## src/rtl/rm_tag_fifo.sv

```systemverilog
// rm_tag_fifo: trigger-captured {LOCK, SNC, ENC} tag FIFO behind the CPLD-bridged VME strobe interface.
// Optional macro RM_TAG_TIMESTAMP_EN adds a 32-bit timestamp per entry, readable at address 4 after a pop.
module rm_tag_fifo #(
  parameter int ENC_W      = 14,
  parameter int SNC_W      = 10,
  parameter int DEPTH_LOG2 = 4,
  parameter int AFULL_TH   = 12,
  parameter int DROP_W     = 16
) (
  input  logic             SYSCLK,
  input  logic             RST_N,
  input  logic             TRIG,
  input  logic [ENC_W-1:0] ENC,
  input  logic [SNC_W-1:0] SNC,
  input  logic             LOCK,
  input  logic             FRS,
  input  logic             FWS,
  input  logic [4:0]       FA,
  input  logic [31:0]      DATA_IN,
  output logic [31:0]      DATA_OUT,
  output logic             DATA_OE,
  output logic             FDTACK,
  output logic             BUSY_OUT
);

  localparam int DEPTH = 1 << DEPTH_LOG2;
  localparam logic [DEPTH_LOG2:0]   DEPTH_C  = DEPTH[DEPTH_LOG2:0];
  localparam logic [DEPTH_LOG2:0]   AFULL_C  = AFULL_TH[DEPTH_LOG2:0];
  localparam logic [DEPTH_LOG2:0]   CNT_ONE  = 1;
  localparam logic [DEPTH_LOG2-1:0] PTR_ONE  = 1;
  localparam logic [DROP_W-1:0]     DROP_ONE = 1;
  localparam logic [31:0]           BAD_ADDR = 32'hFEFE_FEFE;

  logic [1:0] trig_sreg, frs_sreg, fws_sreg;
  logic       trig_s, frs_s, fws_s;
  logic [1:0] trig_edge, frs_edge, fws_edge;
  logic       trig_arm, frs_arm, fws_arm;
  logic [2:0] warm;
  logic       trig_rise, frs_rise, fws_rise;

  // A strobe only arms once its synchronised level has been seen low after reset,
  // so a strobe held high across reset release cannot fake a rising edge.
  always_ff @(posedge SYSCLK) begin
    if (!RST_N) begin
      warm      <= '0;
      trig_sreg <= '0;
      frs_sreg  <= '0;
      fws_sreg  <= '0;
      trig_s    <= 1'b0;
      frs_s     <= 1'b0;
      fws_s     <= 1'b0;
      trig_edge <= '0;
      frs_edge  <= '0;
      fws_edge  <= '0;
      trig_arm  <= 1'b0;
      frs_arm   <= 1'b0;
      fws_arm   <= 1'b0;
    end else begin
      warm      <= {warm[1:0], 1'b1};
      trig_sreg <= {trig_sreg[0], TRIG};
      frs_sreg  <= {frs_sreg[0], FRS};
      fws_sreg  <= {fws_sreg[0], FWS};
      trig_s    <= trig_sreg[1];
      frs_s     <= frs_sreg[1];
      fws_s     <= fws_sreg[1];
      trig_edge <= {trig_edge[0], trig_s};
      frs_edge  <= {frs_edge[0], frs_s};
      fws_edge  <= {fws_edge[0], fws_s};
      trig_arm  <= trig_arm | (warm[2] & ~trig_s);
      frs_arm   <= frs_arm | (warm[2] & ~frs_s);
      fws_arm   <= fws_arm | (warm[2] & ~fws_s);
    end
  end

  assign trig_rise = trig_arm && (trig_edge == 2'b01);
  assign frs_rise  = frs_arm && (frs_edge == 2'b01);
  assign fws_rise  = fws_arm && (fws_edge == 2'b01);

  logic [31:0]           mem [DEPTH];
  logic [DEPTH_LOG2-1:0] wr_ptr, rd_ptr;
  logic [DEPTH_LOG2:0]   count;
  logic                  ovf, busy_en;
  logic [DROP_W-1:0]     drop_cnt;
  logic                  flush, clr, pop, push_req, push_ok, drop;
  logic [31:0]           tag_word, status, rd_data;
  logic                  unused_data;

  assign unused_data = ^{DATA_IN[31:5], DATA_IN[3:2]};

  always_comb begin
    flush    = fws_rise && (FA == 5'd3) && DATA_IN[0];
    clr      = fws_rise && (FA == 5'd3) && DATA_IN[1];
    pop      = frs_rise && (FA == 5'd0) && (count != '0);
    push_req = trig_rise && !flush;
    push_ok  = push_req && ((count < DEPTH_C) || pop);
    drop     = push_req && !push_ok;
    tag_word     = 32'(ENC) | (32'(SNC) << ENC_W);
    tag_word[31] = LOCK;
    tag_word[30] = 1'b1;
  end

  always_ff @(posedge SYSCLK) begin
    if (push_ok) mem[wr_ptr] <= tag_word;
  end

  always_ff @(posedge SYSCLK) begin
    if (!RST_N) begin
      wr_ptr   <= '0;
      rd_ptr   <= '0;
      count    <= '0;
      ovf      <= 1'b0;
      drop_cnt <= '0;
      busy_en  <= 1'b0;
      BUSY_OUT <= 1'b0;
    end else begin
      if (flush) begin
        wr_ptr <= '0;
        rd_ptr <= '0;
        count  <= '0;
      end else begin
        if (push_ok) wr_ptr <= wr_ptr + PTR_ONE;
        if (pop)     rd_ptr <= rd_ptr + PTR_ONE;
        case ({push_ok, pop})
          2'b10:   count <= count + CNT_ONE;
          2'b01:   count <= count - CNT_ONE;
          default: count <= count;
        endcase
      end
      if (clr) begin
        ovf      <= 1'b0;
        drop_cnt <= '0;
      end else if (drop) begin
        ovf <= 1'b1;
        if (drop_cnt != '1) drop_cnt <= drop_cnt + DROP_ONE;
      end
      if (fws_rise && (FA == 5'd3)) busy_en <= DATA_IN[4];
      BUSY_OUT <= busy_en && (count >= AFULL_C);
    end
  end

`ifdef RM_TAG_TIMESTAMP_EN
  logic [31:0] ts_cnt, ts_head;
  logic [31:0] ts_mem [DEPTH];

  always_ff @(posedge SYSCLK) begin
    if (push_ok) ts_mem[wr_ptr] <= ts_cnt;
  end

  always_ff @(posedge SYSCLK) begin
    if (!RST_N) begin
      ts_cnt  <= '0;
      ts_head <= '0;
    end else begin
      ts_cnt <= ts_cnt + 32'd1;
      if (pop) ts_head <= ts_mem[rd_ptr];
    end
  end
`endif

  always_comb begin
    status                 = '0;
    status[DEPTH_LOG2:0]   = count;
    status[16]             = (count == '0);
    status[17]             = (count == DEPTH_C);
    status[18]             = ovf;
    status[19]             = BUSY_OUT;
    case (FA)
      5'd0:    rd_data = (count != '0) ? mem[rd_ptr] : 32'd0;
      5'd1:    rd_data = status;
      5'd2:    rd_data = 32'(drop_cnt);
      5'd3:    rd_data = {27'd0, busy_en, 4'd0};
`ifdef RM_TAG_TIMESTAMP_EN
      5'd4:    rd_data = ts_head;
`endif
      default: rd_data = BAD_ADDR;
    endcase
  end

  always_ff @(posedge SYSCLK) begin
    if (!RST_N)        DATA_OUT <= '0;
    else if (frs_rise) DATA_OUT <= rd_data;
  end

  assign DATA_OE = frs_edge[0] & frs_arm;
  assign FDTACK  = ~(DATA_OE | (fws_s & fws_arm));

endmodule

```

## config.mk

```make
export PLATFORM = sky130hd
export DESIGN_NAME = rm_tag_fifo
export DESIGN_NICKNAME = d
export VERILOG_FILES = /design/src/rtl/rm_tag_fifo.sv
export SDC_FILE = /design/constraint.sdc
export NUM_CORES = 1
export LEC_CHECK = 0
export CAP_MARGIN = 20
export CORE_ASPECT_RATIO = 0.5
export CORE_MARGIN = 2
export CORE_UTILIZATION = 45
export CTS_CLUSTER_DIAMETER = 200
export DETAILED_ROUTE_END_ITERATION = 12
export PLACE_DENSITY = 0.7
export RECOVER_POWER = 100
export SYNTH_ARGS = -nofsm -noshare
export SYNTH_HDL_FRONTEND = slang
export SYNTH_SLANG_ARGS = --single-unit
```

## constraint.sdc

```tcl
create_clock -name SYSCLK -period 6.2 [get_ports SYSCLK]
set_input_delay 1.24 -clock SYSCLK [delete_from_list [all_inputs] [get_ports SYSCLK]]
set_output_delay 1.24 -clock SYSCLK [all_outputs]
set_load 0.01 [all_outputs]
```

==> impl_metrics.ini <==
[synth]
synth.net_count = 1153
yosysTopAreaCell = edfxtp_1
async_flop_share_pct = 0
synthDistinctLibCells = 60
postSynthAreaPerCell_um2 = 17.4
synth_common_cells = 400 x edfxtp_1, 96 x mux4_2, 84 x dfxtp_1, 66 x nor2_1, 58 x nand2_1
ys_seq_area_share_pct = 73.0
syn_area_mm2 = 0.0188
synth_most_common_cell = edfxtp_1
synth_seq_cells = 484
synthCells = 1076
synth_area_leaders = edfxtp_1 64%, mux4_2 12%, dfxtp_1 9.0%
synth_edf_count = 400
synth_top_cell_area_share_pct = 64.0
yosys_warnings = 0
synthFlopType = edfxtp_1

[worst_setup_path]
crit_fanout = 25
worst-setup-path-type = primary input to flip-flop
critPathLaunchType = primary input
cp.arrival_ps = 5330
cp_data_required_time_ps = 6320
worstSetupEndpointType = flip-flop

[routing]
ant_nets = 0
wire_per_inst_um = 23.8
met2_length_um = 19800
drc = 0
met1_length_um = 17600
dr.pass1.iters = 7
vias_per_cell = 5.85
drt-total-wl_um = 41300
wl_met3_um = 3400
highest_layer = met4
vias = 10100
drt_iter0_drc = 987

[floorplanning]
dieArea_mm2 = 0.0434
ios = 102
fp.dieH_um = 148
core_mm2 = 0.0408
die_w_um = 293
start_util_pct = 46.0
num_rows = 52

[cts]
clock-root-buffer = clkbuf_16
hold_buffers = 0
clock_sinks = 484
ctsResizeCount = 0
cts.clk_slew.worst_paths_ps = 70
insertion_delay_ps = 560
cts_tree = done
cts_made_buffers = 43
h-tree-depth = 2
post_cts_buffers = 0
clock_path_buffers = 3

[cells_and_area]
stdcell_area_mm2 = 0.0215
syn_to_final_growth_pct = 14.5
fill_cells = 3165
fin_cells = 1732
drive_above_1_share_pct = 16.4
antenna_cells = 0
final_nets = 1235

[place]
hpwl_um = 24400
dpl_cell_area_mm2 = 0.0201
gp_congestion = 0.862
pre_cts_ws_ps = 1180
dp_cells = 1652
portBuffers = 71

[grt]
antenna_found_initial = 1
grt_pass1_wl_um = 62500
overflow = 0
track_usage_pct = 19.2
grt_pass1_vias = 10200
grt_max_degree = 71

[timing]
period_share_pct = 83.9
finalClockSkew_ps = 21.7
setup_ws_ps = 995
worst-slew-pin-transition_ps = 3500
max-slew-margin-rel_pct = -134
fmax_ghz = 0.192
setup_tns_ps = 0
finalMaxSlewViolations = 442
rsz0062_at_grt = no
setup-violations-final = 0
hold_viol = 0
layout_min_cycle_time_ps = 5200

[min_path]
hold_path.class = flip-flop to flip-flop

[power_and_ir_drop]
peakVddDrop_v = 0.000188
power.total_mw = 6.31
p_leak_nw = 6.73
cellPowerDensity_mw_per_mm2 = 294

[run_status]
status = finished with violations
violations = max-capacitance violations, max-slew violations

[flow_run]
max_cap_violations = 16
[where the power goes]
| group | switching [mW] | internal [mW] | total, mW |
|---|---|---|---|
| clock | 1.16 | 1.54 | 2.70 |
| sequential | 0.00296 | 3.52 | 3.52 |
| combinational | 0.0581 | 0.0249 | 0.0830 |
[registers in the layout (all words and copies together), names as in the netlist, 3 cells and up, named ones only]
signal	cells
DATA_OUT	27
rd_ptr	4
mem	400
warm	3
count	5
drop_cnt	16
wr_ptr	4
[layout make-up]
class	instances	area, um^2	area share, %
Sequential cell	484	13700	63.8
Clock inverter	30	319	1.48
Clock buffer	49	1100	5.13
Multi-Input combinational cell	517	4770	22.2
Tap cell	540	676	3.14
Timing Repair Buffer	98	870	4.05
Inverter	14	52.6	0.245
[cells by family (layout without fill, tap and decap cells)]
logic type	after synthesis	after routing	synth area share, %
and+or+nand+nor	216	216	5.71
other	1	1	0.0200
muxes	117	117	12.7
buffers and inverters	75	191	1.75
adders and majority gates	10	10	0.667
xor gates and xnor gates	11	11	0.514
DFF	484	484	73.0
AOI/OAI and AO/OA	162	162	5.68
[metal layers]
metal / global-route usage (%) / vias up
met1: 27.0 / 5242
met4: 4.18 / 0
met2: 31.1 / 396
met3: 4.45 / 44
li1: - / 4445
met5: 0 / -
[critical path: stages]
cell	delay [ps]
dlygate4sd3_1	570
or3_1	650
o31ai_1	460
nand4_1	400
nor3_1	250
clkbuf_1	1730
[per-stage QoR]
stage / hold WS (ps) / util (%)
2_1_floorplan: 412 / -
3_3_place_gp: 419 / 49.4
3_5_place_dp: 420 / 49.4
4_1_cts: 436 / 52.8
5_1_grt: 453 / 52.7
6_report: 435 / 52.7
[layout by cell type (no fill, tap or decap), drive strengths merged, types with 7 or more instances in the layout]
| cell type | instances |
|---|---|
| nor2b | 14 |
| edfxtp | 400 |
| buf | 12 |
| nand2 | 58 |
| nand4 | 10 |
| mux4 | 96 |
| nand3 | 8 |
| clkinv | 20 |
| xor2 | 7 |
| clkbuf | 64 |
| mux2i | 19 |
| and2 | 17 |
| or3 | 14 |
| nor2 | 66 |
| nor3 | 8 |
| dlygate4sd3 | 61 |
| a22o | 9 |
| clkdlybuf4s50 | 10 |
| a21oi | 43 |
| inv | 16 |
| ha | 10 |
| o21ai | 37 |
| a22oi | 32 |
| a211oi | 8 |
| dfxtp | 84 |
[final timing paths]
path / startpoint / end / slack (ps) / cells past startpoint
setup / recovery: FA[4] / mem[3][21] / 1000 / 6
hold / removal: warm[0] / warm[1] / 430 / 1
setup reg to reg: flip-flop / DATA_OUT[3] / 1430 / 6
hold reg to reg: warm[0] / warm[1] / 430 / 1
Note: power is estimated with default switching activity, not from simulation.
